## src/rtl/galaga_pkg.sv

```systemverilog
// Shared types and widths for the wave status tracker.
package galaga_pkg;

   typedef enum logic [2:0] {
      WAVE1,
      WAIT_BOSS,
      BOSS,
      CLEARED,
      DEAD
   } wave_state_t;

   localparam int unsigned LIVES_W   = 3;
   localparam int unsigned HP_W      = 8;
   localparam int unsigned MAX_LIVES = 7;

endpackage

```

## src/rtl/frame_countdown.sv

```systemverilog
// Frame-based countdown: loads a value, decrements on frame_tick, busy until it reaches zero.
module frame_countdown #(
   parameter int unsigned CNT_W = 8
) (
   input  logic             Clk,
   input  logic             Reset,
   input  logic             clear,
   input  logic             load,
   input  logic [CNT_W-1:0] load_value,
   input  logic             frame_tick,
   output logic             busy
);

   logic [CNT_W-1:0] count;

   // busy drops on the same tick that takes the count to zero
   always_ff @(posedge Clk) begin
      if (Reset || clear) begin
         count <= '0;
         busy  <= 1'b0;
      end else if (load) begin
         count <= load_value;
         busy  <= (load_value != '0);
      end else if (frame_tick && busy) begin
         count <= count - CNT_W'(1);
         busy  <= (count != CNT_W'(1));
      end
   end

endmodule

```

## src/rtl/wave_status_tracker.sv

```systemverilog
// Tracks formation alive mask, boss HP and player lives; raises died/killed_all flags.
// Optional macro BONUS_LIFE_EN grants one life (saturating) when the formation is cleared.
module wave_status_tracker
   import galaga_pkg::*;
#(
   parameter int unsigned NUM_ENEMIES   = 16,
   parameter int unsigned BOSS_HP       = 8,
   parameter int unsigned START_LIVES   = 3,
   parameter int unsigned INVULN_FRAMES = 60
) (
   input  logic                           Clk,
   input  logic                           Reset,
   input  logic                           frame_tick,
   input  logic                           play,
   input  logic                           boss_fight,
   input  logic                           enemy_hit,
   input  logic [$clog2(NUM_ENEMIES)-1:0] enemy_hit_idx,
   input  logic                           boss_hit,
   input  logic                           player_hit,
   output logic [NUM_ENEMIES-1:0]         enemy_alive,
   output logic [HP_W-1:0]                boss_hp,
   output logic [LIVES_W-1:0]             lives,
   output logic                           invuln,
   output logic                           died,
   output logic                           killed_all1,
   output logic                           killed_all2
);

`ifdef BONUS_LIFE_EN
   localparam bit BONUS_EN = 1'b1;
`else
   localparam bit BONUS_EN = 1'b0;
`endif

   localparam int unsigned INV_W = 8;

   wave_state_t            state, state_n;
   logic [NUM_ENEMIES-1:0] alive_n;
   logic [HP_W-1:0]        hp_n;
   logic [LIVES_W-1:0]     lives_n;
   logic                   died_n, k1_n, k2_n;
   logic                   cd_load, player_ok, bonus;

   frame_countdown #(.CNT_W(INV_W)) u_invuln (
      .Clk        (Clk),
      .Reset      (Reset),
      .clear      (!play),
      .load       (cd_load),
      .load_value (INV_W'(INVULN_FRAMES)),
      .frame_tick (frame_tick),
      .busy       (invuln)
   );

   always_ff @(posedge Clk) begin
      if (Reset) begin
         state       <= WAVE1;
         enemy_alive <= '1;
         boss_hp     <= HP_W'(BOSS_HP);
         lives       <= LIVES_W'(START_LIVES);
         died        <= 1'b0;
         killed_all1 <= 1'b0;
         killed_all2 <= 1'b0;
      end else begin
         state       <= state_n;
         enemy_alive <= alive_n;
         boss_hp     <= hp_n;
         lives       <= lives_n;
         died        <= died_n;
         killed_all1 <= k1_n;
         killed_all2 <= k2_n;
      end
   end

   always_comb begin
      state_n   = state;
      alive_n   = enemy_alive;
      hp_n      = boss_hp;
      lives_n   = lives;
      died_n    = died;
      k1_n      = killed_all1;
      k2_n      = killed_all2;
      cd_load   = 1'b0;
      player_ok = 1'b0;
      bonus     = 1'b0;
      if (!play) begin
         state_n = WAVE1;
         alive_n = '1;
         hp_n    = HP_W'(BOSS_HP);
         lives_n = LIVES_W'(START_LIVES);
         died_n  = 1'b0;
         k1_n    = 1'b0;
         k2_n    = 1'b0;
      end else begin
         player_ok = player_hit && !invuln &&
                     (state == WAVE1 || state == WAIT_BOSS || state == BOSS);
         case (state)
            WAVE1: begin
               if (enemy_hit && (32'(enemy_hit_idx) < NUM_ENEMIES))
                  alive_n[enemy_hit_idx] = 1'b0;
               if (alive_n == '0) begin
                  k1_n    = 1'b1;
                  state_n = WAIT_BOSS;
                  bonus   = 1'b1;
               end
            end
            WAIT_BOSS: begin
               if (boss_fight)
                  state_n = BOSS;
            end
            BOSS: begin
               if (boss_hit && boss_hp != '0) begin
                  hp_n = boss_hp - HP_W'(1);
                  if (boss_hp == HP_W'(1)) begin
                     k2_n    = 1'b1;
                     state_n = CLEARED;
                  end
               end
            end
            default: ;
         endcase
         // a fatal hit overrides any kill flag raised in the same cycle
         if (player_ok) begin
            if (lives <= LIVES_W'(1)) begin
               lives_n = '0;
               died_n  = 1'b1;
               k1_n    = killed_all1;
               k2_n    = killed_all2;
               state_n = DEAD;
            end else begin
               lives_n = lives - LIVES_W'(1);
               cd_load = 1'b1;
            end
         end
         if (BONUS_EN && bonus && state_n != DEAD && lives_n != LIVES_W'(MAX_LIVES))
            lives_n = lives_n + LIVES_W'(1);
      end
   end

endmodule

```

## config.mk

```make
export PLATFORM = sky130hd
export DESIGN_NAME = wave_status_tracker
export DESIGN_NICKNAME = d
export VERILOG_FILES = /design/src/rtl/galaga_pkg.sv /design/src/rtl/frame_countdown.sv /design/src/rtl/wave_status_tracker.sv
export SDC_FILE = /design/constraint.sdc
export NUM_CORES = 1
export LEC_CHECK = 0
export CORE_MARGIN = 4
export CORE_UTILIZATION = 47
export DETAILED_ROUTE_END_ITERATION = 8
export DONT_BUFFER_PORTS = 1
export PLACE_DENSITY = 0.61
export SLEW_MARGIN = 30
export SYNTH_ARGS = -nofsm -noshare
export SYNTH_HDL_FRONTEND = slang
export SYNTH_HIERARCHICAL = 1
export SYNTH_SLANG_ARGS = --single-unit
```

## constraint.sdc

```tcl
create_clock -name Clk -period 3.29 [get_ports Clk]
set_clock_uncertainty 0.1 [all_clocks]
set_input_delay 0.658 -clock Clk [delete_from_list [all_inputs] [get_ports Clk]]
set_output_delay 0.658 -clock Clk [all_outputs]
set_load 0.01 [all_outputs]
```

==> results of run 1 <==
==> layer usage <==
metal | vias to the layer above | track usage, % | wire [microns]
met4 | 0 | 6.04 | 24
met1 | 780 | 21.3 | 2080
met3 | 2 | 5.54 | 301
li1 | 880 | - | -
met5 | - | 0 | 0
met2 | 38 | 26.6 | 1990
==> critical path, cell delays in order, from the launching register on <==
cell and delay (ps):
dfxtp_1 410, inv_1 100, ha_1 180, o21bai_1 210
nand2_1 130, nor2_1 500, inv_2 190, o21ai_0 190
a21oi_1 50
==> area by class of cell <==
| cell class | instances | area, sq um |
|---|---|---|
| multi-input combinational | 198 | 1190 |
| fill | 422 | 1830 |
| timing repair buffer | 1 | 7.51 |
| tap | 50 | 62.6 |
| sequential | 42 | 841 |
| inverter | 11 | 41.3 |
| clock buffer | 6 | 82.6 |
| clock inverter | 2 | 60.1 |
==> logic make-up after synthesis <==
| family | after synthesis | share of synthesized area (%) |
|---|---|---|
| AO/OA/AOI/OAI | 56 | 17.0 |
| XOR/XNOR | 15 | 6.43 |
| adder cells (fa/ha/maj) | 7 | 4.29 |
| buffers and inverters | 17 | 3.18 |
| flip-flops | 42 | 41.2 |
| multiplexers | 1 | 0.490 |
| other | 2 | 0.368 |
| AND/OR/NAND/NOR | 103 | 27.1 |
==> cell usage in the layout (no fill, tap or decap), types with 2 or more instances in the layout <==
cell type	count
nor3_1	8
clkbuf_8	6
nand2_1	25
o21ai_1	8
nor3_2	2
dfxtp_1	42
nand2b_1	4
conb_1	16
o2111ai_1	2
inv_1	10
a21oi_1	11
nand3_1	7
bufinv_16	2
or3_1	2
a311oi_1	2
ha_1	7
o21ai_0	18
nor4_2	2
nand3b_1	2
a211oi_1	2
xor2_1	9
nor4_1	5
or2_2	2
nor2_1	28
nand4_1	5
o31ai_1	3
xnor2_1	6
==> power groups by stage <==
stage | sequential, mW | clock (mW) | combinational (mW)
after floorplan | 0.536 | 0 | 0.0551
after global placement | 0.538 | 0 | 0.0633
after detailed placement | 0.538 | 0 | 0.0639
after CTS | 0.526 | 0.514 | 0.0645
after global routing | 0.527 | 0.537 | 0.0741
final | 0.526 | 0.498 | 0.0644
==> per-stage QoR <==
step,std cells,util (%),hold slack (ps)
after global placement,302,52.1,392
final,310,55.5,405
after CTS,310,55.5,414
after global routing,310,55.5,440
after detailed placement,302,52.1,399
after floorplan,257,-,370
==> sequential cells by signal, indices dropped and copies added, names as in the netlist <==
signal,count
enemy_alive,16
boss_hp,8
u_invuln/count,8
lives,3
state,3
died,1
killed_all1,1
killed_all2,1
u_invuln/busy,1
==> path summary, 6_finish.rpt <==
check	depth (start not counted)	slack, ps	end
hold / removal	2	410	killed_all2$_SDFFE_PP0P_
setup / recovery	8	1110	u_invuln/count[6]$_SDFFE_PP0P_
setup reg to reg	8	1110	u_invuln/count[6]$_SDFFE_PP0P_
hold reg to reg	2	410	killed_all2$_SDFFE_PP0P_
==> results.md, run 1 <==
- Critical Path End Type: flip-flop
- Mapped Cells: 243
- Pwr Density: between 400 and 500 nW/um^2
- Worst hold path class: reg -> reg
- Register area share after synthesis: between 40% and 50%
- CP Max Fanout: 10
- Top cells by count, synth: dfxtp_1 (42), nor2_1 (28), nand2_1 (25)
- Internal: approximately 860 uW
- CORE AREA: about 4100 sq um
- Fin area: between 2000 and 2500 sq um
- Leakage: around 0.83 nW
- Routed Antenna Nets: 0
- DP Area: ~2100 sq um
- Antenna Cells: 0
- Post-route minimum period: roughly 2200 ps
- Outcome: finished clean
- Initial antenna violation count: 0
- Nets: about 280
- Cell row count: 23
- Hpwl dp: approximately 3300 microns
- DP Worst Slack: between 1000 and 1500 ps
- Setup TNS: 0 ps
- Peak VDD IR: 0.193 mV
- Count leader, synth: dfxtp_1
- Routability cong.: approximately 0.76
- Sequential share of power: around half
- Post-route total power: around 1.1 mW
- Max-cap viol count: 0
- Slew headroom: about three fifths
- PortBufs: 0
- Post-CTS Setup Bufs: 0
- RSZ-0062 raised after global routing: false
- Ys async rst share: 0%
- Reg2Reg Launch Point: lives[1]$_SDFFE_PP1P_
- Yosys warnings: 6
- Vias in the first global route: roughly 1,600
- CP required: roughly 3400 ps
- Cell area after synthesis: ~2000 sq um
- Final Hold Fails: 0
- Vias: approximately 1,700
- Final setup margin: ~1100 ps
- Initial cell density of the core: 49.7%
- Final Max Tran Viols: 0
- Layout cells sized above 1: around 8.5%
- Area Overhead vs Synth: 11.8%
- WS Path Type: reg -> reg
- Post-synth EDFFs: 0
- CTS H-tree depth: 2
- Top-Level Pins: between 40 and 50
- Distinct cells, synth: 50
- Min-delay src: killed_all2$_SDFFE_PP0P_
- Net Switching: between 200 and 250 uW
- Mean Syn Cell Area: 8.41 sq um
- First DRT Iteration DRCs: 77
- Comb pwr share: 5.9%
- Top cells by area, synth: dfxtp_1 (41%), nor2_1 (5.1%), nand2_1 (4.6%), o21ai_0 (4.4%), ha_1 (4.3%)
- Drt wl/cell: around 14 microns
- Via density per instance: 5.48
- TritonCTS clock tree: done
- Switching fraction of total power: 20.8%
- Grt ovf: 0
- Num CTS Buffers: 5
- FMAX: 0.458 GHz
- Synthesized flop and latch total: 42
- First-pass GRT wire length: ~7200 microns
- Crit path from: lives[1]$_SDFFE_PP1P_
- # resized after CTS: 0
- Tightest Pin Transition: between 600 and 700 ps
- Drt total wl: 4400 microns
- Worst skew pair latency: just under 300 ps
- Cell taking the most area after synthesis: dfxtp_1
- Clk sinks: 42
- Crit start category: flip-flop
- Primary FF master, synth: dfxtp_1
- Die area: around 5500 sq um
- Clk network pwr share: around 46%
- Setup violations, final: 0
- Chip width: approximately 74 microns
- Largest net degree at the start of global routing: 18
- Worst EP arrival: roughly 2300 ps
- Clk root buf: clkbuf_8
- DR DRC count: 0
- Clock slew at reported path FFs: approximately 80 ps
- Drt pass-1 iters: 4
- Tcrit/Tclk final: 66.4%
- Gr usage total: 16.8%
- Clock Path Buffers: 2
- Area share of the largest cell type after synthesis: between 40% and 50%
- Die Span Y: around 74 microns
- CTS Hold Buffers Added: 0
(Power assumes the default switching activity.)
==> inputs of run 2 (changes only) <==
- ABC_AREA: default -> 1
- clock period: 3.29 -> 2.15 ns (I/O delays scaled with it)
==> results.md, run 2 <==
- Count leader, synth: nand2_1
- Final Hold Fails: 0
- Largest net degree at the start of global routing: 18
- Layout cells sized above 1: approximately an eighth
- Cell row count: 24
- Clock Path Buffers: 2
- First-pass GRT wire length: about 8700 microns
- Mean Syn Cell Area: a little under 7 sq um
- Cell area after synthesis: between 2000 and 2500 sq um
- Die area: roughly 5900 sq um
- FMAX: 0.545 GHz
- Clk network pwr share: about 40%
- Tcrit/Tclk final: 85.4%
- Via density per instance: around 5.0
- Top Registers: enemy_alive (16), boss_hp (8), u_invuln/count (8)
- CP required: 2240 ps
- Drt total wl: about 5000 microns
- Max-cap viol count: 0
- CP Max Fanout: 8
- Worst-case reg-to-reg path depth: 10
- Gr usage total: between 10% and 20%
- Clk root buf: clkbuf_8
- Top-Level Pins: 43
- Num CTS Buffers: 5
- Synthesized flop and latch total: 42
- First DRT Iteration DRCs: 92
- Worst Setup EP: u_invuln/count[3]$_SDFFE_PP0P_
- Final core utilization: a little over half
- Outcome: finished clean
- CTS H-tree depth: 2
- Drt pass-1 iters: 5
- Leakage: approximately 1.1 nW
- Routability cong.: about 0.84
- Sequential share of power: between 50% and 60%
- Yosys warnings: 6
- Area share of the largest cell type after synthesis: a little under two fifths
- Clk sinks: 42
- Grt ovf: 0
- Clock slew at reported path FFs: ~80 ps
- Setup TNS: 0 ps
- Distinct cells, synth: 36
- Setup violations, final: 0
- Hpwl dp: ~3800 microns
- Cell taking the most area after synthesis: dfxtp_1
- Initial cell density of the core: about half
- TritonCTS clock tree: done
- Pwr Density: ~650 nW/um^2
- Max reg flops: 16
- CORE AREA: roughly 4500 sq um
- Worst skew pair latency: roughly 300 ps
- Peak VDD IR: between 0.2 and 0.25 mV
- Net Switching: approximately 400 uW
- Post-route total power: around 1.6 mW
- PortBufs: 0
- Mapped Cells: 331
- Initial antenna violation count: 0
- Routed Antenna Nets: 0
- Antenna Cells: 0
- # resized after CTS: 0
- Die Span Y: between 70 and 80 microns
- Reg2Reg Setup Slack: 310 ps
- Reg with most FFs: enemy_alive
- Critical Path End Type: flip-flop
- Drt wl/cell: approximately 12 microns
- Comb pwr share: roughly 9.7%
- Switching fraction of total power: about a quarter
- Reg2reg end: u_invuln/count[3]$_SDFFE_PP0P_
- Fin area: roughly 2500 sq um
- DR DRC count: 0
- Most frequent cells in the layout: nand2_1 (75), dfxtp_1 (42), inv_1 (41)
- Final setup margin: 314 ps
- Crit path from: lives[0]$_SDFFE_PP1P_
- Post-route minimum period: roughly 1800 ps
- Reg2Reg Launch Point: lives[0]$_SDFFE_PP1P_
- Nets: ~370
- Leading cell type in the layout, fill and taps excluded: nand2_1
- Post-CTS Setup Bufs: 0
- Post-synth EDFFs: 0
- DP Worst Slack: roughly 320 ps
- DP Area: 2350 sq um
- WS Path Type: reg -> reg
- CTS Hold Buffers Added: 0
- Internal: ~1.2 mW
- Final Max Tran Viols: 0
- Register area share after synthesis: a little under two fifths
- Crit start category: flip-flop
- Vias in the first global route: around 1,900
- Top cells by count, synth: nand2_1 (75), dfxtp_1 (42), inv_1 (41)
- Primary FF master, synth: dfxtp_1
- Ys async rst share: 0%
- Chip width: between 70 and 80 microns
- Worst EP arrival: about 1900 ps
- Area Overhead vs Synth: 9.53%
- Worst hold path class: in -> reg
- RSZ-0062 raised after global routing: false
- Vias: 2,014
- Top cells by area, synth: dfxtp_1 (37%), nand2_1 (13%), a21oi_1 (6.9%), inv_1 (6.9%), nand3_1 (4.9%)
## run 2: worst min path at each step
stage                              startpoint                        endpoint  cells after the start  slack [ps]
2_1_floorplan  u_invuln/count[1]$_SDFFE_PP0P_  u_invuln/count[1]$_SDFFE_PP0P_                      2         360
3_3_place_gp   u_invuln/count[1]$_SDFFE_PP0P_  u_invuln/count[1]$_SDFFE_PP0P_                      2         380
3_5_place_dp   u_invuln/count[1]$_SDFFE_PP0P_  u_invuln/count[1]$_SDFFE_PP0P_                      2         390
4_1_cts                                 Reset     enemy_alive[1]$_SDFFE_PP1P_                      2         170
5_1_grt                                 Reset     enemy_alive[1]$_SDFFE_PP1P_                      2         180
6_report                                Reset     enemy_alive[1]$_SDFFE_PP1P_                      2         180
## run 2: through the flow
stage / cells / hold WS, ps
after floorplan: 341 / 357
after global placement: 392 / 383
after detailed placement: 392 / 387
after CTS: 400 / 174
after global routing: 400 / 183
final: 400 / 179
## run 2: layer usage
layer	global-route usage, %	part of all wire [%]	up-vias
met4	6.41	1.2	0
met2	28.6	46	48
met1	22.3	46	878
met3	6.21	6.8	6
met5	0	0	-
li1	-	-	1082
## run 2: worst max-delay path, stage by stage, from the launching register on
cell,delay [ps]
dfxtp_1,370
ha_1,210
o21bai_1,140
and2_1,160
nor3_1,130
buf_4,220
inv_4,70
nand2_4,80
o21ai_1,60
a31oi_1,130
nor2_1,50
## run 2: power groups by stage
stage	clock network (mW)	logic, mW	registers, mW
final	0.638	0.155	0.806
after global routing	0.696	0.181	0.808
after CTS	0.663	0.153	0.806
after detailed placement	0	0.153	0.824
after global placement	0	0.153	0.824
after floorplan	0	0.125	0.821
## run 2: cell families (layout without fill, tap and decap cells)
group / count (synthesis) / after routing / share of synthesized area [%]
flops: 42 / 42 / 37.5
buf+inv: 61 / 68 / 10.9
other cells: 2 / 12 / 0.335
simple gates: 147 / 147 / 29.3
xor+xnor: 3 / 3 / 1.17
compound gates: 69 / 69 / 16.9
fa+ha+maj: 7 / 7 / 3.90
## run 2: layout make-up
| cell class | instances | area, sq um |
|---|---|---|
| repair buffers | 4 | 30.0 |
| flip-flops and latches | 42 | 841 |
| clock inverters | 3 | 43.8 |
| well taps | 52 | 65.1 |
| multi-input cells | 238 | 1200 |
| fillers | 456 | 2020 |
| inverters | 56 | 213 |
| clock buffers | 5 | 68.8 |
